[src/rtl/scan_pkg.sv]
// scan_pkg: state encoding, window counter width and minimum-width clamps shared
// by the scanner transmit timing and echo-timing blocks.
package scan_pkg;
    typedef enum logic [1:0] {IDLE, FIRE, LISTEN, HOLD} state_t;
    localparam int CNT_W = 12;
    localparam logic [7:0] PW_MIN = 8'd1;
    localparam logic [7:0] H_MIN = 8'd1;
    function automatic logic [7:0] clamp_min(input logic [7:0] v, input logic [7:0] lo);
        return (v < lo) ? lo : v;
    endfunction
endpackage

[src/rtl/laser_fire_ctrl.sv]
// laser_fire_ctrl: per-shot laser trigger and receive-window timing with holdoff,
// per-revolution shot index and sticky overrun flag for lost requests.
module laser_fire_ctrl
    import scan_pkg::*;
#(
    parameter int IDX_W = 10
) (
    input  logic             clk,
    input  logic             rst,
    input  logic             enable,
    input  logic             shot_req,
    input  logic             frame_sync,
    input  logic             clr_err,
    input  logic [7:0]       pulse_w,
    input  logic [11:0]      win_len,
    input  logic [7:0]       holdoff,
    output logic             laser_trig,
    output logic             data_en,
    output logic             busy,
    output logic             shot_done,
    output logic [IDX_W-1:0] shot_idx,
    output logic             overrun
);
    state_t state;
    logic [CNT_W-1:0] cnt, pw_lat, w_lat, h_lat, pw_c, w_c, h_c;
    logic req_bad;

    always_comb begin
        pw_c = {{(CNT_W-8){1'b0}}, clamp_min(pulse_w, PW_MIN)};
        h_c = {{(CNT_W-8){1'b0}}, clamp_min(holdoff, H_MIN)};
        w_c = (win_len > pw_c) ? win_len : pw_c;
        req_bad = shot_req && (state != IDLE || !enable);
    end

    always_ff @(posedge clk or negedge rst) begin
        if (!rst) begin
            state <= IDLE;
            cnt <= '0;
            pw_lat <= '0;
            w_lat <= '0;
            h_lat <= '0;
            laser_trig <= 1'b0;
            data_en <= 1'b0;
            busy <= 1'b0;
            shot_done <= 1'b0;
            shot_idx <= '0;
            overrun <= 1'b0;
        end else begin
            shot_done <= 1'b0;
            shot_idx <= frame_sync ? '0 : shot_done ? shot_idx + IDX_W'(1) : shot_idx;
            overrun <= req_bad ? 1'b1 : clr_err ? 1'b0 : overrun;
            case (state)
                IDLE:
                    if (shot_req && enable) begin
                        state <= FIRE;
                        laser_trig <= 1'b1;
                        data_en <= 1'b1;
                        busy <= 1'b1;
                        pw_lat <= pw_c;
                        w_lat <= w_c;
                        h_lat <= h_c;
                        cnt <= pw_c - CNT_W'(1);
                    end
                FIRE, LISTEN:
                    // abort and natural window end share the HOLD entry; only the latter reports done
                    if (!enable || (cnt == '0 && (state == LISTEN || w_lat == pw_lat))) begin
                        state <= HOLD;
                        laser_trig <= 1'b0;
                        data_en <= 1'b0;
                        shot_done <= enable;
                        cnt <= h_lat - CNT_W'(1);
                    end else if (cnt == '0) begin
                        state <= LISTEN;
                        laser_trig <= 1'b0;
                        cnt <= w_lat - pw_lat - CNT_W'(1);
                    end else begin
                        cnt <= cnt - CNT_W'(1);
                    end
                HOLD:
                    if (cnt == '0) begin
                        state <= IDLE;
                        busy <= 1'b0;
                    end else begin
                        cnt <= cnt - CNT_W'(1);
                    end
                default: state <= IDLE;
            endcase
        end
    end
endmodule

[config.mk]
export PLATFORM = sky130hd
export DESIGN_NAME = laser_fire_ctrl
export DESIGN_NICKNAME = d
export VERILOG_FILES = /design/src/rtl/scan_pkg.sv /design/src/rtl/laser_fire_ctrl.sv
export SDC_FILE = /design/constraint.sdc
export NUM_CORES = 1
export LEC_CHECK = 0
export BUFFER_PORTS_ARGS = -buffer_cell sky130_fd_sc_hd__buf_2
export CORE_MARGIN = 5
export CORE_UTILIZATION = 50
export DETAILED_ROUTE_END_ITERATION = 8
export PLACE_DENSITY = 0.7
export SLEW_MARGIN = 20
export SYNTH_ARGS = -nofsm -noshare
export SYNTH_HDL_FRONTEND = slang
export SYNTH_SLANG_ARGS = --single-unit
[constraint.sdc]
create_clock -name clk -period 5.2 [get_ports clk]
set_clock_uncertainty 0.1 [all_clocks]
set_input_delay 0 -clock clk [delete_from_list [all_inputs] [get_ports clk]]
set_output_delay 0 -clock clk [all_outputs]
set_load 0.02 [all_outputs]
# == After elaboration in Yosys (flattened, before gate mapping) ==
# Cells that the tools add are included.
# totals
output_inout_bits,15
elab_cells,76
inputBits,34
register_bits,57
# op_classes
n_eq_ne,9
addsub,6
magnitude_cmp,3
n_reduce_logical,21
mux,26
# ops
operator,n
$mux W12,5
$pmux W12 S3,1
$sub A12 B1 Y12 const B,2
$mux W10,2
$sub A8 B1 Y9 const B,2
$lt A8 B1 Y1 const B,2
$mux W8,2
$eq A12 B8 Y1,1
$gt A12 B8 Y1,1
$logic_not A12 Y1,1
$reduce_and A3 Y1,4
$sub A12 B8 Y12,1
$add A10 B1 Y10 const B,1
$reduce_bool A2 Y1,5
$mux W1,8
$mux W2,4
$ne A2 B2 Y1 const B,4
$pmux W1 S2,3
$pmux W2 S3,1
$eq A2 B2 Y1 const B,2
$reduce_and A2 Y1,2
$logic_and A1 B1 Y1,3
$logic_or A1 B1 Y1,3
$ne A3 B3 Y1 const B,1
other kinds (4),4

# == Longest topological paths before layout ==
# Gate-level depths: netlist of run 1.
# depth
word_depth,6
mapped_depth,10
mapped_depth_nobuf,10

# == Worst setup path before layout of run 1 ==
# No wires, ideal clock.
# synth_timing
path_type,register -> register
startpoint,reg cnt[4]
endpoint,reg cnt[0]
slack_ps,2733
path_buffers,1
arrival_time_ps,2241
path_stages_with_launch,7
period_less_slack_ps,2467
cell_sequence,dfrtp_1 > or4_4 > or4_4 > buf_6 > a21oi_4 > o221ai_1 > a221o_1
# synth_between
elab_chain_cells,5
word_cells_on_any_way,8
cone_classes,eq/ne (1); mux (3); reduce/logical (4)
# synth_rtl
item,line,rtl
from (decl),laser_fire_ctrl.sv:25,"logic [CNT_W-1:0] cnt, pw_lat, w_lat, h_lat, pw_c, w_c, h_c;"
from (signal assigned),laser_fire_ctrl.sv:62,cnt <= pw_c - CNT_W'(1);
from (signal assigned),laser_fire_ctrl.sv:71,cnt <= h_lat - CNT_W'(1);
from (signal assigned),laser_fire_ctrl.sv:75,cnt <= w_lat - pw_lat - CNT_W'(1);
$logic_not A12 Y1 *,"laser_fire_ctrl.sv:66, laser_fire_ctrl.sv:72, laser_fire_ctrl.sv:80",
$logic_and A1 B1 Y1,laser_fire_ctrl.sv:66,if (!enable || (cnt == '0 && (state == LISTEN || w_lat == pw_lat))) begin
$logic_or A1 B1 Y1,laser_fire_ctrl.sv:66,
$mux W12,laser_fire_ctrl.sv:66,
$pmux W12 S3,laser_fire_ctrl.sv:52,case (state)
# Every way passes the cells marked *; elsewhere a longest branch is shown, timed or not.
# A chain may end at the register's enable or synchronous reset.

# == Worst setup path in the final report of run 1 ==
# layout_timing
startpoint,in pulse_w[4]
endpoint,reg w_lat[4]
# layout_between
elab_chain_cells,4
# layout_rtl
item,line,rtl
from (decl),laser_fire_ctrl.sv:14,"input logic [7:0] pulse_w,"
$lt A8 B1 Y1,scan_pkg.sv:9,return (v < lo) ? lo : v;
$mux W8,scan_pkg.sv:9,
net pw_c[0],laser_fire_ctrl.sv:25,
$gt A12 B8 Y1,laser_fire_ctrl.sv:31,w_c = (win_len > pw_c) ? win_len : pw_c;
$mux W12,laser_fire_ctrl.sv:31,
to (signal assigned),laser_fire_ctrl.sv:60,w_lat <= w_c;
to (decl),laser_fire_ctrl.sv:25,
# The timed path passes the listed nets, and every way through them passes these cells.

==> impl_metrics.py, run 1 <==
metrics = {
    "run_status": {
        "status": "complete, no violations",
    },
    "final_layout": {
        "n_antenna_cell": 0,
        "design_area_um2": 4832,
        "nets": 613,
        "final_cells": 662,
        "drive_above_1_share": 0.1286,
        "synthToLayoutAreaGrowth_pct": 20.88,
    },
    "placed_design": {
        "portBuffers": 48,
        "placedCellCount": 613,
        "hpwl_um": 8147,
        "place.gp.congestion": 0.9851,
        "placed_cell_area_um2": 4313,
        "dp_slack_ps": 2233,
    },
    "synth": {
        "synth_top_area_cell": "dfrtp_1",
        "synth_flop_cell": "dfrtp_1",
        "yosysSeqAreaShare": 0.3568,
        "synth_area_per_cell_um2": 8.363,
        "netlist_instances": 478,
        "synthesis.nets": 536,
        "ys_top_cells_by_area": "dfrtp_1 36%, nand2_1 7.5%, ha_1 7.2%, o21ai_0 4.0%, xnor2_1 3.5%",
        "synth_edf_count": 0,
        "synth_cell_types": 54,
        "yosysTopAreaCellShare": 0.3568,
        "yosys_warnings": 0,
        "async_reset_ff_frac": 1.000,
        "syn_area_um2": 3998,
        "synth-seq-cells": 57,
    },
    "floorplanning": {
        "coreArea_um2": 7767,
        "rows": 32,
        "pin_count": 49,
        "die_area_um2": 9883,
        "initial_utilization": 0.5147,
        "die_w_um": 99.42,
        "die_h_um": 99.42,
    },
    "detailed_routing": {
        "viasPerCell": 5.899,
        "detail-route-antenna-nets": 0,
        "avgRoutedWirePerCell_um": 17.00,
        "remaining_drc_errors": 0,
        "vias": 3905,
        "drtIter0Drc": 273,
        "dr.pass1.iters": 5,
        "wl_um": 11250,
    },
    "setup_path": {
        "reg2reg_setup_slack_ps": 2140,
        "cp-end-kind": "flip-flop",
        "crit_slowest_cell": "nor4_1",
        "path_max_fanout": 7,
        "worstPathCellList": "dlygate4sd3_1, buf_2, nor4_1, a41oi_1, inv_1, ha_1, nor2b_1, o21a_1, o21ai_0, a211o_1, nand4_1, o211ai_1",
        "rr_worst_depth": 8,
        "crit_type": "in -> reg",
        "crit_buf_inv": 3,
        "timing.rr.start": "state[0]",
        "slowest_delay_ps": 750,
        "required_ps": 5350,
        "rr_endpoint": "cnt[10]",
        "start_kind": "input pin",
        "cp.arrival_ps": 3290,
        "path_delay_family": "compound AO/OA/AOI/OAI gates",
    },
    "worst_hold_path": {
        "holdCritPathClass": "in -> reg",
        "min-delay-start": "shot_req",
        "hold_path_depth": 3,
        "hold_path_end": "cnt[6]",
    },
    "timing": {
        "hold_violations": 0,
        "worst_pin_slew_ps": 1028,
        "clock.fmax_ghz": 0.3187,
        "min_period_ps": 3138,
        "rsz0062_at_grt": "false",
        "fin_crit_sh": 0.6034,
        "slew_viol_final": 0,
        "setup_viol": 0,
        "setup_slack_ps": 2062,
        "fin_tns_setup_ps": 0,
        "slew_headroom": 0.3147,
    },
    "cts": {
        "cts-root-buf": "clkbuf_8",
        "cts_setup_buffers": 0,
        "cts_tree": "done",
        "cts_buffers": 9,
        "clkTransAtPathRegs_ps": 60,
        "post_cts_resized": 0,
        "htree_levels": 3,
        "clk_path_buf_depth": 2,
        "clk_latency_ps": 340,
        "cts_sinks": 57,
    },
    "global_route": {
        "grt_start_max_net_pins": 58,
        "grt_pass1_vias": 3731,
        "grt-ovfl-total": 0,
        "antenna_found_initial": 0,
        "grt_pass1_wl_um": 18400,
        "grtUsageTotal": 0.2350,
    },
    "power": {
        "power.density_cell_area_nw_per_um2": 551.3,
        "vdd_drop_max_uv": 311.4,
        "p_leak_nw": 2.179,
        "power_mw": 2.664,
    },
    "run": {
        "drv_cap": 0,
    },
}
repair_timing:
item,4_1_cts,5_1_grt
hold buffers,33,0
hold endpoints to repair,98,0
setup endpoints to repair,0,0
stage by stage:
stage / hold slack, ps / utilization
after floorplan: -395.6 / -
after global placement: 97.78 / 0.5553
after detailed placement: 101.8 / 0.5553
after CTS: 98.61 / 0.6221
after global routing: 139.1 / 0.6221
final: 123.5 / 0.6221
sequential cells by signal, indices dropped and copies added, names as in the netlist:
signal and count:
busy 1, cnt 12, data_en 1, h_lat 8
laser_trig 1, overrun 1, pw_lat 8, shot_done 1
shot_idx 10, state 2, w_lat 12
cell families (layout without fill, tap and decap cells):
| family | after synthesis | after routing | synth area share |
|---|---|---|---|
| buffers and inverters | 48 | 130 | 0.04695 |
| AO/OA/AOI/OAI | 135 | 135 | 0.2322 |
| XOR/XNOR | 30 | 30 | 0.06573 |
| adder cells (fa/ha/maj) | 24 | 24 | 0.07700 |
| multiplexers | 3 | 3 | 0.007825 |
| AND/OR/NAND/NOR | 181 | 181 | 0.2135 |
| flip-flops | 57 | 57 | 0.3568 |
metal layers:
layer | share of wire | vias up | GRT usage
met5 | 0 | - | 0
met4 | 0.025 | 0 | 0.09874
met3 | 0.062 | 19 | 0.04137
met2 | 0.46 | 141 | 0.3642
met1 | 0.46 | 1843 | 0.3241
li1 | - | 1902 | -
power by group:
part           internal (mW)  total (mW)  switching (mW)
Combinational          0.610        1.47           0.863
Clock                  0.233       0.411           0.177
Sequential             0.611       0.781           0.170
tightest hold or removal path: cells and delay by family:
kind                   cells  cell delay [ps]
buffers and inverters      1              150
AO/OA/AOI/OAI              2              380
cell type report:
type,instances,area [um2]
fill,700,2935
inverter,30,112.6
tap,102,127.6
multi-input combinational,373,2384
sequential,57,1426
timing repair buffer,84,593.1
clock inverter,3,40.04
clock buffer,13,148.9
cell usage after synthesis, types with 2 or more instances:
master / count
o21ai_2: 2
and3_1: 7
a21oi_1: 24
nor2_1: 29
o2111ai_1: 12
and2_1: 2
o31ai_1: 6
a21o_1: 4
o21a_1: 9
o32ai_1: 2
nor3b_1: 2
ha_1: 23
a221o_1: 3
o21ai_0: 32
xor2_1: 14
or3_1: 5
or4_1: 3
nand3_1: 14
nand4_1: 8
mux2i_1: 2
nand2_1: 80
nor3_1: 12
xnor2_1: 16
clkbuf_1: 17
nor4b_1: 2
a31oi_1: 3
inv_1: 30
a211oi_1: 6
dfrtp_1: 57
o221ai_1: 3
o211ai_1: 15
or4_4: 2
a211o_1: 2
nor4_1: 10
placed cells by master, fill, tap and decap left out, types with 4 or more instances in the layout:
cell type,instances
xnor2_1,16
a21oi_1,24
nand2_1,80
o21a_1,9
dfrtp_1,57
o211ai_1,15
a21o_1,4
nor2_1,29
o31ai_1,6
xor2_1,14
dlygate4sd3_1,33
inv_1,30
or3_1,5
nor3_1,12
ha_1,23
a211oi_1,6
clkbuf_8,10
o21ai_0,32
buf_2,48
nand3_1,14
nor4_1,10
o2111ai_1,12
nand4_1,8
and3_1,7
how the worst max path moves through the flow:
stage,startpoint,end,depth (start not counted)
2_1_floorplan,cnt[4],cnt[0],6
3_3_place_gp,state[0],cnt[10],8
3_5_place_dp,pulse_w[4],w_lat[4],11
4_1_cts,pulse_w[4],w_lat[4],12
5_1_grt,pulse_w[4],w_lat[4],12
6_report,pulse_w[4],w_lat[4],12
Note: power is estimated with default switching activity, not from simulation.
==> run 2: changes to the inputs <==
--- a/config.mk
+++ b/config.mk
@@ -9,7 +9,7 @@
 export CORE_MARGIN = 5
 export CORE_UTILIZATION = 50
 export DETAILED_ROUTE_END_ITERATION = 8
-export PLACE_DENSITY = 0.7
+export PLACE_DENSITY = 0.73
 export SLEW_MARGIN = 20
 export SYNTH_ARGS = -nofsm -noshare
 export SYNTH_HDL_FRONTEND = slang
==> constraint.sdc (replaced) <==
create_clock -name clk -period 2.85 [get_ports clk]
set_clock_uncertainty 0.1 [all_clocks]
set_input_delay 0 -clock clk [delete_from_list [all_inputs] [get_ports clk]]
set_output_delay 0 -clock clk [all_outputs]
set_load 0.02 [all_outputs]
==> impl_metrics.py, run 2 (synthesis gave the netlist of run 1 again) <==
metrics = {
    "run_status": {
        "status": "complete, no violations",
    },
    "placed_design": {
        "portBuffers": 48,
        "placedCellCount": 624,
        "hpwl_um": 8463,
        "place.gp.congestion": 1.068,
    },
    "floorplanning": {
        "pin_count": 49,
        "die_area_um2": 9883,
        "rows": 32,
        "coreArea_um2": 7767,
        "die_h_um": 99.42,
        "initial_utilization": 0.5147,
        "die_w_um": 99.42,
    },
    "final_layout": {
        "reg_top3": "cnt: 12 flops, w_lat: 12 flops, shot_idx: 10 flops",
        "synthToLayoutAreaGrowth_pct": 24.48,
        "final_common_cell": "nand2_1",
        "n_antenna_cell": 0,
        "utilization": 0.6406,
        "n_fill_cell": 666,
        "nets": 624,
        "final_cells": 673,
        "layout_common_cells": "80 x nand2_1, 57 x dfrtp_1, 48 x buf_2",
        "drive_above_1_share": 0.1541,
    },
    "detailed_routing": {
        "avgRoutedWirePerCell_um": 17.21,
        "remaining_drc_errors": 0,
        "dr.pass1.iters": 5,
        "viasPerCell": 6.070,
        "wl_um": 11580,
        "vias": 4085,
        "detail-route-antenna-nets": 0,
        "drtIter0Drc": 399,
    },
    "timing": {
        "worst_pin_slew_ps": 708.7,
        "setup_viol": 0,
        "fin_tns_setup_ps": 0,
        "fin_crit_sh": 0.9598,
        "slew_viol_final": 0,
        "clock.fmax_ghz": 0.3656,
        "rsz0062_at_grt": "false",
        "min_period_ps": 2735,
        "slew_headroom": 0.5213,
        "hold_violations": 0,
    },
    "run": {
        "drv_cap": 0,
    },
    "worst_hold_path": {
        "holdCritPathClass": "in -> reg",
    },
    "global_route": {
        "grt-ovfl-total": 0,
        "grt_start_max_net_pins": 32,
        "grtUsageTotal": 0.2436,
        "grt_pass1_wl_um": 19280,
        "antenna_found_initial": 0,
        "grt_pass1_vias": 3959,
    },
    "cts": {
        "clk_latency_ps": 350,
        "clk_path_buf_depth": 2,
        "cts_buffers": 9,
        "clkTransAtPathRegs_ps": 70,
        "cts-root-buf": "clkbuf_8",
        "cts_sinks": 57,
        "cts_tree": "done",
        "htree_levels": 3,
    },
    "setup_path": {
        "cp.arrival_ps": 2920,
        "required_ps": 3030,
        "start_kind": "flip-flop",
        "crit_slowest_cell": "or4_4",
        "crit_top_cell": "or4_4",
        "crit_type": "reg -> reg",
        "path_max_fanout": 13,
        "cp-end-kind": "flip-flop",
        "slowest_delay_ps": 660,
        "worstPathCellList": "or4_4, or4_4, nand2_1, nand3_1, o21ai_0, o221a_2",
        "crit_buf_inv": 0,
        "path_delay_family": "simple AND/OR/NAND/NOR gates",
    },
    "power": {
        "p_leak_nw": 2.257,
        "p_int_mw": 2.826,
        "pwr-share-comb": 0.550,
        "power_frac_clock": 0.171,
        "swShare": 0.4478,
        "power_mw": 5.117,
        "vdd_drop_max_uv": 574.3,
        "seqPwrFrac": 0.279,
        "p_sw_mw": 2.291,
        "power.density_cell_area_nw_per_um2": 1028,
    },
}
run 2: changes by cell type in the layout (fill, tap and decap cells not counted), sizes merged:
cell / change
buf: +12
dlygate4sd3: -1
clkbuf: -2
clkinvlp: +1
bufinv: +1
run 2: area by class of cell:
type,instances,area (um2),area share
Timing Repair Buffer,95,685.7,0.1378
Clock buffer,11,151.4,0.03042
Inverter,30,112.6,0.02263
Sequential cell,57,1426,0.2866
Tap cell,102,127.6,0.02565
Multi-Input combinational cell,373,2395,0.4813
Clock inverter,5,77.57,0.01559
run 2: worst reg2reg max path, delay by kind of cell (launching register included):
kind | cells | cell delay (ps)
AND/OR/NAND/NOR | 4 | 1680
flip-flops | 1 | 440
AO/OA/AOI/OAI | 2 | 440
run 2: per-stage QoR:
step           hold WS, ps  cell area, um2  worst slack (ps)
2_1_floorplan       -395.6            3998             383.2
3_3_place_gp        -23.33            4408             234.9
3_5_place_dp        -21.40            4408             168.2
4_1_cts              29.51            4957             147.2
5_1_grt              48.72            4976             1.542
6_report             49.73            4976             114.6
run 2: metal layers:
layer,wire [um],track usage,share of wire,vias up
met4,352,0.08929,0.030,0
met3,913,0.04979,0.079,35
met2,5272,0.3972,0.46,215
met1,5046,0.3202,0.44,1906
li1,-,-,-,1929
met5,0,0,0,-
run 2: final timing paths:
check | start | endpoint | slack, ps | cells after the start
setup / recovery | cnt[4] | cnt[4] | 110 | 6
hold / removal | enable | shot_done | 50 | 4
setup reg to reg | cnt[4] | cnt[4] | 110 | 6
hold reg to reg | laser_trig | laser_trig | 370 | 1
max in group asynchronous | rst | w_lat[9] | 1900 | 3
min in group asynchronous | rst | shot_idx[7] | 130 | 2
run 2: repair_timing:
item                                   CTS  global route
endpoints found under the hold margin   66             0
setup endpoints to repair                0            10
buffers inserted                         0             1
hold buffers                            32             0
resized for setup                        0             3
run 2: power by group through the flow:
stage               clock (mW)  combinational (mW)  sequential (mW)
global route             0.936                3.10             1.46
finish                   0.877                2.81             1.43
global placement             0                2.65             1.42
CTS                      0.895                2.75             1.41
floorplan                    0                2.03             1.36
detailed placement           0                2.69             1.43
